===== src/rtl/mips_pkg.sv =====
// Shared definitions for the MIPS instruction-memory boot loader.
package mips_pkg;

  localparam int WORD_BYTES = 4;

  typedef enum logic [2:0] {
    LEN_HI,
    LEN_LO,
    DATA,
    DONE,
    ERR
  } loader_state_t;

endpackage


===== src/rtl/byte_packer.sv =====
// Big-endian 4-byte assembler: the first byte of a word lands in [31:24].
// word_valid fires combinationally alongside the byte that completes a word.
module byte_packer
  import mips_pkg::*;
(
  input  logic        clock,
  input  logic        reset,
  input  logic        clr,
  input  logic        byte_en,
  input  logic [7:0]  byte_in,
  output logic        word_valid,
  output logic [31:0] word_out
);

  logic [1:0]  cnt_q, cnt_d;
  logic [23:0] shift_q, shift_d;

  always_comb begin
    cnt_d      = cnt_q;
    shift_d    = shift_q;
    word_valid = byte_en && (cnt_q == 2'(WORD_BYTES - 1));
    word_out   = {shift_q, byte_in};
    if (clr) begin
      cnt_d   = '0;
      shift_d = '0;
    end else if (byte_en) begin
      cnt_d   = cnt_q + 2'd1;
      shift_d = {shift_q[15:0], byte_in};
    end
  end

  always_ff @(posedge clock or posedge reset) begin
    if (reset) begin
      cnt_q   <= '0;
      shift_q <= '0;
    end else begin
      cnt_q   <= cnt_d;
      shift_q <= shift_d;
    end
  end

endmodule


===== src/rtl/imem_loader.sv =====
// Boot-time instruction-memory writer: length-prefixed byte stream in,
// word writes out, core held in reset until the whole image is written.
module imem_loader
  import mips_pkg::*;
#(
  parameter int ADDR_W = 8
) (
  input  logic            clock,
  input  logic            reset,
  input  logic [7:0]      rx_data,
  input  logic            rx_valid,
  output logic            rx_ready,
  input  logic            reload,
  output logic            imem_we,
  output logic [31:0]     imem_addr,
  output logic [31:0]     imem_wdata,
  output logic            cpu_hold,
  output logic            done,
  output logic            error,
  output logic [ADDR_W:0] words_loaded
);

  localparam int MAX_WORDS = 2 ** ADDR_W;
  localparam logic [16:0] MAX_WORDS_L = 17'(MAX_WORDS);

  loader_state_t     state_q, state_d;
  logic [7:0]        len_hi_q, len_hi_d;
  logic [ADDR_W:0]   len_q, len_d;
  logic [ADDR_W-1:0] word_idx_q, word_idx_d;
  logic [ADDR_W:0]   words_q, words_d;
  logic              we_q, we_d;
  logic [31:0]       addr_q, addr_d;
  logic [31:0]       wdata_q, wdata_d;
  logic              hold_q, hold_d;

  logic              accept;
  logic [15:0]       len_full;
  logic [ADDR_W:0]   words_inc;
  logic              pk_clr;
  logic              pk_en;
  logic              word_valid;
  logic [31:0]       word_out;

  assign rx_ready  = (state_q == LEN_HI) || (state_q == LEN_LO) || (state_q == DATA);
  assign accept    = rx_valid && rx_ready;
  assign len_full  = {len_hi_q, rx_data};
  assign words_inc = words_q + {{ADDR_W{1'b0}}, 1'b1};
  assign pk_clr    = (state_q == LEN_LO) && accept;
  assign pk_en     = (state_q == DATA) && accept;

  byte_packer u_packer (
    .clock      (clock),
    .reset      (reset),
    .clr        (pk_clr),
    .byte_en    (pk_en),
    .byte_in    (rx_data),
    .word_valid (word_valid),
    .word_out   (word_out)
  );

  always_comb begin
    state_d    = state_q;
    len_hi_d   = len_hi_q;
    len_d      = len_q;
    word_idx_d = word_idx_q;
    words_d    = words_q;
    we_d       = 1'b0;
    addr_d     = addr_q;
    wdata_d    = wdata_q;
    hold_d     = hold_q;
    case (state_q)
      LEN_HI: begin
        if (accept) begin
          len_hi_d = rx_data;
          state_d  = LEN_LO;
        end
      end
      LEN_LO: begin
        if (accept) begin
          if (len_full == 16'd0) begin
            state_d = DONE;
          end else if ({1'b0, len_full} > MAX_WORDS_L) begin
            state_d = ERR;
          end else begin
            state_d    = DATA;
            len_d      = len_full[ADDR_W:0];
            word_idx_d = '0;
            words_d    = '0;
          end
        end
      end
      DATA: begin
        if (word_valid) begin
          we_d       = 1'b1;
          addr_d     = {{(30 - ADDR_W){1'b0}}, word_idx_q, 2'b00};
          wdata_d    = word_out;
          word_idx_d = word_idx_q + 1'b1;
          words_d    = words_inc;
          if (words_inc == len_q) state_d = DONE;
        end
      end
      DONE: begin
        // Hold drops one cycle after DONE so the final write lands first.
        hold_d = 1'b0;
        if (reload) begin
          state_d = LEN_HI;
          hold_d  = 1'b1;
          words_d = '0;
        end
      end
      ERR: begin
        if (reload) begin
          state_d = LEN_HI;
          hold_d  = 1'b1;
          words_d = '0;
        end
      end
      default: state_d = LEN_HI;
    endcase
  end

  always_ff @(posedge clock or posedge reset) begin
    if (reset) begin
      state_q    <= LEN_HI;
      len_hi_q   <= '0;
      len_q      <= '0;
      word_idx_q <= '0;
      words_q    <= '0;
      we_q       <= 1'b0;
      addr_q     <= '0;
      wdata_q    <= '0;
      hold_q     <= 1'b1;
    end else begin
      state_q    <= state_d;
      len_hi_q   <= len_hi_d;
      len_q      <= len_d;
      word_idx_q <= word_idx_d;
      words_q    <= words_d;
      we_q       <= we_d;
      addr_q     <= addr_d;
      wdata_q    <= wdata_d;
      hold_q     <= hold_d;
    end
  end

  assign imem_we      = we_q;
  assign imem_addr    = addr_q;
  assign imem_wdata   = wdata_q;
  assign cpu_hold     = hold_q;
  assign done         = (state_q == DONE);
  assign error        = (state_q == ERR);
  assign words_loaded = words_q;

endmodule


===== config.mk =====
export PLATFORM = sky130hd
export DESIGN_NAME = imem_loader
export DESIGN_NICKNAME = d
export VERILOG_FILES = /design/src/rtl/mips_pkg.sv /design/src/rtl/byte_packer.sv /design/src/rtl/imem_loader.sv
export SDC_FILE = /design/constraint.sdc
export NUM_CORES = 1
export LEC_CHECK = 0
export ABC_AREA = 1
export CAP_MARGIN = 10
export CORE_ASPECT_RATIO = 1.2
export CORE_MARGIN = 3
export CORE_UTILIZATION = 55
export CTS_CLUSTER_SIZE = 12
export DETAILED_ROUTE_END_ITERATION = 8
export GPL_TIMING_DRIVEN = 0
export PLACE_DENSITY = 0.91
export REMOVE_ABC_BUFFERS = 1
export SLEW_MARGIN = 20
export SYNTH_ARGS = -nofsm -noshare
export SYNTH_HDL_FRONTEND = slang
export SYNTH_SLANG_ARGS = --single-unit

===== constraint.sdc =====
create_clock -name clock -period 10.46 [get_ports clock]
set_input_delay 2.092 -clock clock [delete_from_list [all_inputs] [get_ports clock]]
set_output_delay 2.092 -clock clock [all_outputs]
set_load 0.02 [all_outputs]

==> qor.csv, run 1 <==
metric,value,unit
root cell of the clock tree,clkbuf_8,
Ys Warns,0,
Final Hold Viols,0,
TritonCTS buffer count,9,
DRC Markers,0,
# setup viols final,0,
top post-synthesis cells by area,"dfrtp_1 54%, nand2_1 10%, o21ai_0 6.2%",
CTS tree,yes,
kind of critical path,in2reg,
GRT overflow,0,
critical path arrival,4.20,ns
Synth area leader,dfrtp_1,
mean post-synth cell area,8.81,sq um
worst-margin pin slew,0.825,ns
Worst slew margin,44.9,%
first-pass GRT wire length,17.0,mm
Int Power,0.000688,W
Peak supply drop,0.131,mV
status,completed,
Unique masters post-synth,36,
IO Port Bufs,65,
Clock Sinks,105,
nature of the critical path endpoint,flop,
Seq pwr share,48.0,%
Boundary Pins,90,
WL/cell,13.8,um
P per Cell Area,180,mW/mm^2
CP top delay family,simple AND/OR/NAND/NOR gates,
met2 Resource Use GR,37.1,%
Hold WC Path Type,reg2reg,
Post-synth ARST share,100,%
Sw Pwr,0.000341,W
Vias/cell,5.25,
vias in the first global route,3716,
Layout Skew,0.0108,ns
Syn Std Cell Area,0.00486,sq mm
Fin Hold WS,0.484,ns
Slowest Stage Delay on Critical Path,0.58,ns
WL final,10.0,mm
mux contribution to synthesized area,0.206,%
cell leakage power,2.67,nW
top_reg_cell synth,dfrtp_1,
Fmax,0.254,GHz
Setup TNS,0,ns
final antenna-violating net count,0,
clock slew at reported path FFs,0.09,ns
post-route minimum period,3.94,ns
CP max-delay cell,clkdlybuf4s50_1,
M3 GR Usage,4.69,%
pin count of the biggest net entering global routing,82,
Final Wtd Congestion,0.856,
register area share after synthesis,54.1,%
top-area cell type share of the netlist area,53.5,%
setup bufs post-CTS,0,
post-cts sizing count,0,
"EDFF count, synth",0,
initial antenna violation count,0,
Core Region,0.00838,sq mm
Rows,36,
Clock Latency Late Sink,0.36,ns
"Buf+Inv Stages, Crit Path",3,
worst path cell trace,clkdlybuf4s50_1 -> inv_1 -> nor2_8 -> nand3_1 -> nor2_2 -> inv_1 -> nand2_1 -> nand2_1,
#FFs+latches synth,105,
Overall Power,0.00103,W
vias post-DR,3820,
largest family of logic cells by synthesized area,simple AND/OR/NAND/NOR gates,
DR pass1 iterations,6,
die height,109,um
antenna cells,0,
simple-gate area share of the yosys netlist,20.4,%
CP required,10.72,ns
gr usage total,21.1,%
clock power share,26.9,%
Logic pwr share,25.2,%
Starting DRT DRC Count,252,
Compound-Gate Fraction of Synth Area,11.9,%
fin crit share,37.7,%
Layout Area Growth over Synthesis,17.7,%
count of max-cap constraint violations,0,
Sw Share,33.1,%
final net count,624,
clock tree buffer depth,2,
hold_buf cts,0,
DP Wirelength,6.93,mm
post-synthesis adder-cell area fraction,0.772,%
fraction of layout cells with a size suffix above 1,7.82,%
crit path max fanout,27,
Gate Count Post-Synth,552,
"Slew Viols, Final",0,
Post-Synth XOR/XNOR Area,1.26,%
Clock H-tree levels,3,
crit start category,input pin,
met1 usage,25.4,%
GRT Max-Usage Layer,met2,
RSZ-0062 raised after global routing,false,
full die area,0.0100,sq mm
Initial Util,58.0,%
Die X-Extent,91.8,um
==> cell families (layout without fill, tap and decap cells) <==
family / after synthesis / in the layout
simple gates: 218 / 218
compound gates: 102 / 102
fa+ha+maj: 3 / 3
xor+xnor: 7 / 7
mux: 1 / 1
other cells: 1 / 24
buf+inv: 115 / 154
flops: 105 / 105
==> final timing paths <==
kind	startpoint	to	slack (ns)	cells past startpoint
worst min register to register	u_packer.cnt_q[0]	u_packer.cnt_q[0]	0.48	1
worst max-delay path	rx_valid	word_idx_q[1]	6.52	8
worst min-delay path	u_packer.cnt_q[0]	u_packer.cnt_q[0]	0.48	1
worst max register to register	state_q[2]	word_idx_q[1]	8.01	10
min in group asynchronous	reset	imem_wdata[31]	2.11	2
max in group asynchronous	reset	cpu_hold	7.68	3
==> state kept, by name, indices dropped and copies added, names as in the netlist <==
signal,count
imem_we,1
cpu_hold,1
word_idx_q,8
u_packer.cnt_q,2
u_packer.shift_q,24
len_hi_q,8
words_loaded,9
len_q,9
imem_wdata,32
imem_addr,8
state_q,3
==> metrics by stage <==
step / setup WS [ns] / instances / cell area, sq um / utilization (%)
finish: 6.52 / 728 / 5720 / 68.3
floorplan: 5.61 / 532 / 4670 / -
global placement: 4.29 / 711 / 5460 / 65.2
global route: 6.41 / 728 / 5720 / 68.3
CTS: 6.59 / 728 / 5720 / 68.3
detailed placement: 6.20 / 712 / 5500 / 65.7
==> cells in the final DEF (no fill, tap or decap), types with 8 or more instances in the layout <==
master	n
nand4_1	8
inv_1	67
clkbuf_8	11
dfrtp_1	104
o22ai_1	24
o21ai_2	9
conb_1	24
nand2_1	135
nand3_1	29
nor2_1	19
o21ai_0	60
clkdlybuf4s50_1	65
==> worst reg2reg max path, cell delays in order (launching register included) <==
cell     delay (ns)
dfrtp_1        0.48
nor2_2         0.17
nand2_2        0.20
nand2_1        0.14
inv_2          0.08
nor2_8         0.34
nand3_1        0.20
nor2_2         0.44
inv_1          0.16
nand2_1        0.09
nand2_1        0.05
==> final cells by class <==
type / count / area (sq um)
tap: 114 / 143
clock inverter: 2 / 60.1
multi-input combinational: 355 / 1780
fill: 651 / 2660
timing repair buffer: 66 / 678
sequential: 105 / 2630
inverter: 72 / 275
clock buffer: 14 / 163
==> power by group through the flow <==
stage / clock (W) / combinational, W / sequential [W]
after global routing: 0.000296 / 0.000293 / 0.000500
after global placement: 0 / 0.000244 / 0.000496
final: 0.000277 / 0.000259 / 0.000494
after CTS: 0.000280 / 0.000260 / 0.000492
after floorplan: 0 / 0.000190 / 0.000494
after detailed placement: 0 / 0.000258 / 0.000500
==> cells in the mapped netlist, types with 2 or more instances <==
library cell / instances
buf_6: 3
ha_1: 3
buf_4: 24
o21ai_1: 4
nand2_1: 135
nor3_1: 2
nor2_4: 4
a21oi_1: 3
xnor2_1: 2
nand3b_1: 4
clkbuf_1: 9
nand4_1: 8
nor2_2: 4
inv_2: 4
buf_2: 2
xor2_1: 5
o21ai_0: 60
nand2_2: 7
o22ai_1: 24
buf_1: 4
nor2_1: 19
inv_1: 68
dfrtp_1: 104
o21ai_2: 9
nor4_1: 2
nand3_1: 29
==> metal layers <==
| layer | vias up | wire, um |
|---|---|---|
| li1 | 1837 | - |
| met1 | 1842 | 4090 |
| met2 | 125 | 5240 |
| met3 | 16 | 530 |
| met4 | 0 | 167 |
| met5 | - | 0 |
Note: power is estimated with default switching activity, not from simulation.
==> run 2, diff against run 1 <==
CORE_UTILIZATION = 52   (was 55)
PLACE_DENSITY = 0.88   (was 0.91)
clock period = 3.63 ns   (was 10.46 ns; I/O delays follow)
==> qor.csv, run 2 (synthesis gave the netlist of run 1 again) <==
metric,value,unit,change
status,completed,,unchanged
Slowest Stage Delay on Critical Path,0.57,ns,was 0.58 ns
Boundary Pins,90,,unchanged
fin crit share,69.1,%,
most frequent cells in the layout,"135 x nand2_1, 104 x dfrtp_1, 67 x inv_1",,unchanged
DR pass1 iterations,4,,was 6
setup bufs post-CTS,0,,unchanged
Clock H-tree levels,3,,unchanged
gr usage total,20.2,%,was 21.1%
Starting DRT DRC Count,212,,was 252
worst-margin pin slew,0.744,ns,was 0.825 ns
Final Non-Filler Cells,734,,was 728
Vias/cell,5.11,,was 5.25
Peak supply drop,0.308,mV,was 0.131 mV
final antenna-violating net count,0,,unchanged
CP required,3.88,ns,was 10.72 ns
Core Region,0.00908,sq mm,was 0.00838 sq mm
Worst slew margin,50.3,%,was 44.9%
hold_buf cts,0,,unchanged
CP max-delay cell,clkdlybuf4s50_1,,unchanged
post-route minimum period,2.51,ns,
Clock Sinks,105,,unchanged
worst setup path startpoint,rx_valid,,unchanged
Layout Area Growth over Synthesis,18.3,%,was 17.7%
vias in the first global route,3869,,was 3716
RSZ-0062 raised after global routing,false,,unchanged
antenna cells,0,,unchanged
crit start category,input pin,,unchanged
pin count of the biggest net entering global routing,82,,unchanged
FF-to-FF Start,state_q[1],,was state_q[2]
Placed Cells,718,,was 712
Layout Skew,0.00955,ns,was 0.0108 ns
cell leakage power,2.67,nW,about the same
post-cts sizing count,0,,unchanged
DP Wirelength,6.92,mm,was 6.93 mm
P per Cell Area,527,mW/mm^2,was 180 mW/mm^2
clock slew at reported path FFs,0.10,ns,was 0.09 ns
Final Wtd Congestion,0.842,,was 0.856
Fmax,0.399,GHz,
Overall Power,0.00303,W,was 0.00103 W
Clock Latency Late Sink,0.36,ns,about the same
IO Port Bufs,65,,unchanged
"most common cell after layout, fill and taps aside",nand2_1,,unchanged
"Slew Viols, Final",0,,unchanged
WL final,9.96,mm,was 10.0 mm
die height,112,um,was 109 um
Final Hold Viols,0,,unchanged
crit path max fanout,27,,unchanged
full die area,0.0105,sq mm,was 0.0100 sq mm
GRT overflow,0,,unchanged
initial antenna violation count,0,,unchanged
critical path arrival,2.76,ns,was 4.20 ns
vias post-DR,3753,,was 3820
root cell of the clock tree,clkbuf_8,,unchanged
clock tree buffer depth,2,,unchanged
DRC Markers,0,,unchanged
Rows,38,,was 36
first-pass GRT wire length,17.2,mm,was 17.0 mm
Initial Util,53.5,%,was 58.0%
WL/cell,13.6,um,was 13.8 um
# setup viols final,0,,unchanged
count of max-cap constraint violations,0,,unchanged
TritonCTS buffer count,9,,unchanged
hold_sp,imem_addr[9],,was u_packer.cnt_q[0]
final net count,624,,unchanged
Hold WC Path Type,reg2reg,,unchanged
number of flip-flops in the largest register,32,,unchanged
nature of the critical path endpoint,flop,,unchanged
CTS tree,yes,,unchanged
fraction of layout cells with a size suffix above 1,8.14,%,was 7.82%
Die X-Extent,94.3,um,was 91.8 um
worst path cell trace,clkdlybuf4s50_1 -> inv_1 -> nor2_8 -> nand3_1 -> nor2_2 -> inv_1 -> nand2_1 -> nand2_1,,unchanged
kind of critical path,in2reg,,unchanged
==> run 2: cell types whose count changed in the layout (fill, tap and decap cells not counted), sizes merged <==
cell	delta
bufinv	+1
clkbuf	-4
clkinv	+1
clkinvlp	+1
inv	+1
==> run 2: final timing paths <==
path	end	slack (ns)	cells after the start
max in group asynchronous	cpu_hold	2.24	3
worst max-delay path	word_idx_q[1]	1.12	8
worst max register to register	word_idx_q[1]	1.25	11
min in group asynchronous	imem_wdata[31]	0.73	2
worst min-delay path	imem_addr[9]	0.49	2
worst min register to register	imem_addr[9]	0.49	2
==> run 2: layout make-up <==
cell class	count	area (sq um)
clock buffers	10	128
clock inverters	6	115
flip-flops and latches	105	2630
fillers	766	3330
inverters	72	275
well taps	120	150
multi-input cells	355	1780
repair buffers	66	678
==> run 2: routing by layer <==
| layer | GRT usage (%) | part of all wire [%] | vias to the layer above |
|---|---|---|---|
| li1 | - | - | 1836 |
| met1 | 24.9 | 42 | 1803 |
| met2 | 34.1 | 52 | 102 |
| met3 | 3.58 | 4.0 | 12 |
| met4 | 9.54 | 1.4 | 0 |
| met5 | 0 | 0 | - |
==> run 2: metrics by stage <==
stage,hold slack [ns],TNS [ns],util [%],worst slack (ns),area [sq um]
2_1_floorplan,0.450,0,-,0.145,4670
5_1_grt,0.516,0,63.3,0.968,5750
4_1_cts,0.494,0,63.3,1.09,5750
3_3_place_gp,0.460,-124.88,60.2,-1.20,5470
6_report,0.489,0,63.3,1.12,5750
3_5_place_dp,0.469,0,60.7,0.789,5510
==> run 2: worst max-delay path, delay by kind of cell <==
kind,cells,cell delay (ns)
simple gates,5,1.12
buf+inv,3,0.92
==> run 2: power breakdown <==
| group | switching, W | internal, W |
|---|---|---|
| clock | 0.000396 | 0.000462 |
| combinational | 0.000506 | 0.000245 |
| sequential | 0.000113 | 0.00131 |
| total | 0.00102 | 0.00202 |
